File: config.mk
export PLATFORM = sky130hd
export DESIGN_NAME = serial_subtractor
export DESIGN_NICKNAME = d
export VERILOG_FILES = /design/src/rtl/serial_sub_pkg.sv /design/src/rtl/full_subtractor.sv /design/src/rtl/serial_subtractor.sv
export SDC_FILE = /design/constraint.sdc
export NUM_CORES = 1
export LEC_CHECK = 0
export ABC_CLOCK_PERIOD_IN_PS = 1850
export BUFFER_PORTS_ARGS = -buffer_cell sky130_fd_sc_hd__buf_2
export CORE_MARGIN = 4
export CORE_UTILIZATION = 25
export CTS_BUF_LIST = sky130_fd_sc_hd__clkbuf_8
export DETAILED_ROUTE_END_ITERATION = 10
export PLACE_DENSITY = 0.48
export SYNTH_ARGS = -nofsm -noshare
export SYNTH_HDL_FRONTEND = slang
export SYNTH_SLANG_ARGS = --single-unit
File: constraint.sdc
create_clock -name clk -period 1.85 [get_ports clk]
set_input_delay 0.185 -clock clk [delete_from_list [all_inputs] [get_ports clk]]
set_output_delay 0.185 -clock clk [all_outputs]
set_load 0.005 [all_outputs]
File: src/rtl/serial_sub_pkg.sv
// Shared types and sizing helpers for the bit-serial subtractor.
package serial_sub_pkg;

  localparam int DEFAULT_WIDTH = 8;

  typedef enum logic [1:0] {
    ST_IDLE = 2'd0,
    ST_RUN  = 2'd1,
    ST_DONE = 2'd2
  } state_t;

  // Bit counter width; a 1-bit counter is the floor so WIDTH=2 still works.
  function automatic int cnt_width(input int w);
    return (w <= 2) ? 1 : $clog2(w);
  endfunction

endpackage

File: src/rtl/full_subtractor.sv
// One-bit full-subtractor cell: d = a - b - bin, bout is the borrow-out.
module full_subtractor (
  input  logic a,
  input  logic b,
  input  logic bin,
  output logic d,
  output logic bout
);

  // Pure combinational difference and borrow.
  always_comb begin
    d    = a ^ b ^ bin;
    bout = (~a & b) | (~(a ^ b) & bin);
  end

endmodule

File: src/rtl/serial_subtractor.sv
// Bit-serial subtractor: D = A - B, one bit per clock, LSB first.
//
// Handshake: start is accepted on a rising edge where ready=1 (IDLE or DONE);
// a and b are sampled only on that edge. done pulses for one cycle with the
// result outputs updated in that same cycle; results then hold until the next
// completion. start while busy is ignored.
module serial_subtractor
  import serial_sub_pkg::*;
#(
  parameter int WIDTH = DEFAULT_WIDTH
) (
  input  logic             clk,
  input  logic             rst_n,
  input  logic             start,
  input  logic [WIDTH-1:0] a,
  input  logic [WIDTH-1:0] b,
  output logic             ready,
  output logic             busy,
  output logic             done,
  output logic [WIDTH-1:0] d,
  output logic             borrow,
  output logic             ovf,
  output logic             zero,
  output state_t           state_dbg
);

  localparam int CW = cnt_width(WIDTH);

  state_t           state_q, state_d;
  logic [WIDTH-1:0] a_sh, b_sh;
  logic [WIDTH-2:0] acc;      // upper WIDTH-1 result bits collected so far
  logic             bq;       // borrow carried between bit slices
  logic [CW-1:0]    cnt;
  logic             cell_d, cell_bout;
  logic             accept, last_bit;
  logic [WIDTH-1:0] acc_next;

  full_subtractor u_cell (
    .a    (a_sh[0]),
    .b    (b_sh[0]),
    .bin  (bq),
    .d    (cell_d),
    .bout (cell_bout)
  );

  assign accept    = ready && start;
  assign last_bit  = (cnt == CW'(WIDTH - 1));
  assign acc_next  = {cell_d, acc};
  assign state_dbg = state_q;

  // State register.
  always_ff @(posedge clk or negedge rst_n) begin
    if (!rst_n) state_q <= ST_IDLE;
    else        state_q <= state_d;
  end

  // Next-state logic and state-decoded status outputs.
  always_comb begin
    state_d = state_q;
    ready   = 1'b0;
    busy    = 1'b0;
    done    = 1'b0;
    case (state_q)
      ST_IDLE: begin
        ready = 1'b1;
        if (start) state_d = ST_RUN;
      end
      ST_RUN: begin
        busy = 1'b1;
        if (last_bit) state_d = ST_DONE;
      end
      ST_DONE: begin
        ready   = 1'b1;
        done    = 1'b1;
        state_d = start ? ST_RUN : ST_IDLE;
      end
      default: state_d = ST_IDLE;
    endcase
  end

  // Operand shifters, accumulator, borrow FF and bit counter.
  always_ff @(posedge clk or negedge rst_n) begin
    if (!rst_n) begin
      a_sh <= '0;
      b_sh <= '0;
      acc  <= '0;
      bq   <= 1'b0;
      cnt  <= '0;
    end else if (accept) begin
      a_sh <= a;
      b_sh <= b;
      bq   <= 1'b0;
      cnt  <= '0;
    end else if (state_q == ST_RUN) begin
      acc  <= acc_next[WIDTH-1:1];
      bq   <= cell_bout;
      a_sh <= a_sh >> 1;
      b_sh <= b_sh >> 1;
      cnt  <= cnt + CW'(1);
    end
  end

  // Result registers load only on the edge that finishes the MSB.
  always_ff @(posedge clk or negedge rst_n) begin
    if (!rst_n) begin
      d      <= '0;
      borrow <= 1'b0;
      ovf    <= 1'b0;
      zero   <= 1'b0;
    end else if (state_q == ST_RUN && last_bit) begin
      d      <= acc_next;
      borrow <= cell_bout;
      ovf    <= (a_sh[0] != b_sh[0]) && (cell_d != a_sh[0]);
      zero   <= (acc_next == '0);
    end
  end

endmodule

Yosys cells after proc, flatten, opt, wreduce, memory -nomap -nowiden

Cells that the tools add are included.

Register bits: 40
Bits in latches: 0
Bits in writable memories: 0
ROM bits: 0
Output and inout port bits: 16
Logic and storage cells: 50
Memories kept: 0

Add/sub/neg operators: 1
Multipliers: 0
Div/mod/pow operators: 0
Order comparisons: 0
Equal/unequal tests: 7
Shift-type cells: 0
Multiplexer cells: 15
Bitwise gates (word level): 8
Reduce and logical (&&, ||, !) cells: 9

Operators by type and width:

| operator                                                               | count |
|---|---|
| 8-bit 2-to-1 mux                                                       | 4 |
| 8-bit zero test                                                        | 1 |
| 1-bit 2-to-1 mux                                                       | 6 |
| 3-bit 2-to-1 mux                                                       | 2 |
| 2-bit case mux with 3 select lines                                     | 1 |
| 2-bit 2-to-1 mux                                                       | 2 |
| 2-bit inequality test (second input constant)                          | 2 |
| 2-bit AND reduction                                                    | 2 |
| 3-bit by 1-bit adder with 3-bit output (second input constant)         | 1 |
| 3-bit equality test (second input constant)                            | 1 |
| 1-bit logical AND                                                      | 3 |
| 1-bit NOT                                                              | 3 |
| 1-bit AND                                                              | 2 |
| 2-bit by 1-bit equality test with 1-bit output (second input constant) | 1 |
| 2-bit equality test (second input constant)                            | 1 |
| 2-bit zero test                                                        | 1 |
| 1-bit inequality test                                                  | 2 |
| 2-bit nonzero test                                                     | 1 |
| 2-bit OR reduction                                                     | 1 |
| 1-bit bitwise XOR                                                      | 2 |
| 1-bit OR                                                               | 1 |

Depth between registers and ports, before layout

Word-level depth: 6
Mapped depth: 6

By module

A second synthesis with hierarchy kept.

Cells, all modules: 169
Area, all modules: 1709.1 um2

By module, submodules not included:

| module            | instances | cells each | area an instance (um2) |
|---|---|---|---|
| serial_subtractor | 1         | 165        | 1677.9 |
| full_subtractor   | 1         | 4          | 31.3 |

Worst setup path after synthesis

OpenSTA, ideal clock, no wires.

Path type: register to register
From: register cnt[0]
To: register borrow
Arrival: 1.362 ns
Path slack: 0.364 ns
Cell stages (with the launch flop): 6
Buffers on the path: 1
Period minus slack after synthesis: 1.486 ns
Cell sequence: dfrtp_1 ha_1 ha_1 nand3b_2 buf_6 mux2_2

Word-level cells in the longest chain between the ends: 2

Ends and longest elaborated chain:

| item                     | line                     | RTL |
|---|---|---|
| start: declaration       | serial_subtractor.sv:33  | `logic [CW-1:0] cnt;` |
| start signal: assignment | serial_subtractor.sv:99  | `cnt <= cnt + CW'(1);` |
| 3-bit equality test      | serial_subtractor.sv:47  | `assign last_bit = (cnt == CW'(WIDTH - 1));` |
| 1-bit logical AND        | serial_subtractor.sv:110 | `end else if (state_q == ST_RUN && last_bit) begin` |
| end signal: assignment   | serial_subtractor.sv:112 | `borrow <= cell_bout;` |
| end: declaration         | serial_subtractor.sv:21  | `output logic borrow,` |

Every way passes these cells.
A chain may end at the register's enable or synchronous reset.

Worst setup path in the final report

From: register cnt[0]
To: register d[1]

Word-level cells in the longest chain between the ends: 2

Ends and longest elaborated chain:

| item                   | line                     | RTL |
|---|---|---|
| 3-bit equality test    | serial_subtractor.sv:47  |  |
| 1-bit logical AND      | serial_subtractor.sv:110 |  |
| end signal: assignment | serial_subtractor.sv:111 | `d <= acc_next;` |
| end: declaration       | serial_subtractor.sv:20  | `output logic [WIDTH-1:0] d,` |

Every way passes these cells.

==> impl_metrics.env <==
export IMPL_ios=35
export IMPL_clockBufferDepth=2
export IMPL_postRouteAntennaNets=0
export IMPL_critPathKind="flip-flop to flip-flop"
export IMPL_worst_slew_pin_slew_ps=471.2
export IMPL_clockPowerShare_pct=21.3
export IMPL_place_ws_ps=269.9
export IMPL_grt_max_degree=28
export IMPL_end_kind="flip-flop"
export IMPL_internal_power_mw=2.379
export IMPL_seq_area_frac_synth_pct=58.78
export IMPL_drv_cap=0
export IMPL_start_util_pct=26.22
export IMPL_die_x_um=90.53
export IMPL_final_cell_mix="46 x nand2_1, 40 x dfrtp_1, 34 x buf_2"
export IMPL_combPwrFrac_pct=36.4
export IMPL_dp_hpwl_mm=2.568
export IMPL_synth_ff_type="dfrtp_1"
export IMPL_hold_path_startpoint="a[7]"
export IMPL_hold_viol=0
export IMPL_rsz0062_at_grt="false"
export IMPL_cts_tree="built"
export IMPL_clk_latency_ps=290
export IMPL_post_cts_buffers=0
export IMPL_irDropWorstVdd_v=0.0005260
export IMPL_cp_arrival_ps=1770
export IMPL_detailedRoute_firstPassIterationCount=4
export IMPL_synth_edf_count=0
export IMPL_dpl_instance_area_mm2=0.001954
export IMPL_yosysUniqueCellTypes=28
export IMPL_worstPathRequired_ps=2030
export IMPL_r2r_start="cnt[0]"
export IMPL_drc=0
export IMPL_hold_path_class="primary input to flip-flop"
export IMPL_status="completed"
export IMPL_fin_crit_ps=1584
export IMPL_slew_violations=0
export IMPL_fin_area_mm2=0.002091
export IMPL_yosys_warnings=0
export IMPL_avgSynthCellArea_um2=10.51
export IMPL_drt_iter0_markers=52
export IMPL_post_route_util_pct=32.19
export IMPL_post_route_period_util_pct=85.63
export IMPL_total_power_mw=3.682
export IMPL_setup_viol=0
export IMPL_grt_util_all_layers_pct=9.942
export IMPL_via_per_inst=4.563
export IMPL_numCtsBuffers=5
export IMPL_critPathLaunch="cnt[0]"
export IMPL_syn_num_nets=185
export IMPL_routed_wl_mm=3.785
export IMPL_grt_pass1_vias=1282
export IMPL_cp_max_fo=15
export IMPL_synth_seq_cells=40
export IMPL_drive_above_1_share_pct=28.50
export IMPL_path_clk_slew_ps=80
export IMPL_cts_root_buf="clkbuf_8"
export IMPL_grt_pass1_wl_mm=6.430
export IMPL_layout_setup_ws_ps=265.9
export IMPL_grt_overflow=0
export IMPL_crit_path_start_kind="flip-flop"
export IMPL_drt_wirelength_per_cell_um=13.66
export IMPL_nNetsFinal=222
export IMPL_antenna_found_initial=0
export IMPL_leakagePower_nw=1.029
export IMPL_portBuffers=34
export IMPL_area_growth_pct=22.78
export IMPL_gp_congestion=0.6642
export IMPL_async_flop_share_pct=100.0
export IMPL_seqPwrFrac_pct=42.3
export IMPL_diodes=0
export IMPL_ctsResizeCount=0
export IMPL_layout_commonest_cell="nand2_1"
export IMPL_net_switching_power_mw=1.304
export IMPL_relSlewSlack_pct=68.59
export IMPL_via_count=1264
export IMPL_dieArea_mm2=0.008196
export IMPL_cts_sinks=40
export IMPL_fin_skew_ps=4.416
export IMPL_final_cells=277
export IMPL_die_h_um=90.53
export IMPL_ctsHoldBuffers=1
export IMPL_rows=29
export IMPL_powerDensity_mw_per_mm2=1761
export IMPL_core_area_mm2=0.006495
export IMPL_synth_cells=162
export IMPL_htreeDepth=2
export IMPL_max_freq_ghz=0.6313
export IMPL_syn_area_mm2=0.001703
export IMPL_fin_hold_ws_ps=118.0
export IMPL_swShare_pct=35.40
export IMPL_setup_tns_ps=0
export IMPL_dpl_cell_count=268
-- Yosys cell counts, types with 2 or more instances --
library cell | n | area share, %
buf_4 | 2 | 0.88
nand2_1 | 46 | 10
a22o_1 | 4 | 2.1
nor2b_1 | 2 | 0.73
buf_6 | 2 | 1.3
nand3_1 | 4 | 1.2
mux2_2 | 8 | 5.3
nand2b_1 | 2 | 0.73
buf_2 | 4 | 1.2
nor2_1 | 11 | 2.4
inv_1 | 3 | 0.66
a31oi_1 | 9 | 3.3
ha_1 | 3 | 2.2
a22oi_1 | 3 | 1.3
dfrtp_1 | 40 | 59
nor3_1 | 2 | 0.59
o21ai_0 | 5 | 1.5
clkbuf_1 | 2 | 0.44
-- final cells by class --
class,instances,area [um^2]
clock buffers,7,96.34
clock inverters,1,30.03
fillers,666,4404
inverters,4,17.52
multi-input cells,108,619.3
flip-flops and latches,40,1001
well taps,77,96.34
repair buffers,40,230.2
-- worst max-delay path, cell delays in order (launching register included) --
cell      delay, ps
dfrtp_1         390
ha_1            200
ha_1            200
nand3b_2        310
mux2_2          380
-- flip-flops by register name, summed over array words and instances, names as in the netlist --
name       cells
a_sh           8
b_sh           8
d              8
acc            7
cnt            3
state_dbg      2
borrow         1
bq             1
ovf            1
zero           1
-- path summary, 6_finish.rpt --
check / slack (ps) / cells past startpoint / end
max: 270 / 4 / d[1]
min: 120 / 3 / a_sh[7]
max reg2reg: 270 / 4 / d[1]
min reg2reg: 500 / 1 / cnt[0]
max in group asynchronous: 990 / 3 / b_sh[7]
min in group asynchronous: 380 / 2 / d[5]
-- per-layer routing --
| layer | wire [um] | track usage (%) | vias up |
|---|---|---|---|
| li1 | - | - | 622 |
| met1 | 1858 | 12.80 | 602 |
| met2 | 1670 | 15.38 | 33 |
| met3 | 192 | 3.083 | 7 |
| met4 | 63 | 4.209 | 0 |
| met5 | 0 | 0 | - |
-- power by group through the flow --
stage / combinational (mW) / clock, mW / sequential, mW
global route: 1.54 / 0.845 / 1.62
global placement: 1.35 / 0 / 1.57
floorplan: 0.994 / 0 / 1.52
finish: 1.34 / 0.784 / 1.56
CTS: 1.37 / 0.806 / 1.56
detailed placement: 1.36 / 0 / 1.58
-- kinds of logic after synthesis --
family,after synthesis,share of synthesized area [%]
AOI/OAI and AO/OA,25,9.845
xor gates and xnor gates,1,0.5144
adders and majority gates,4,3.380
buffers and inverters,14,4.849
DFF,40,58.78
muxes,8,5.290
and+or+nand+nor,70,17.34
(Power assumes the default switching activity.)
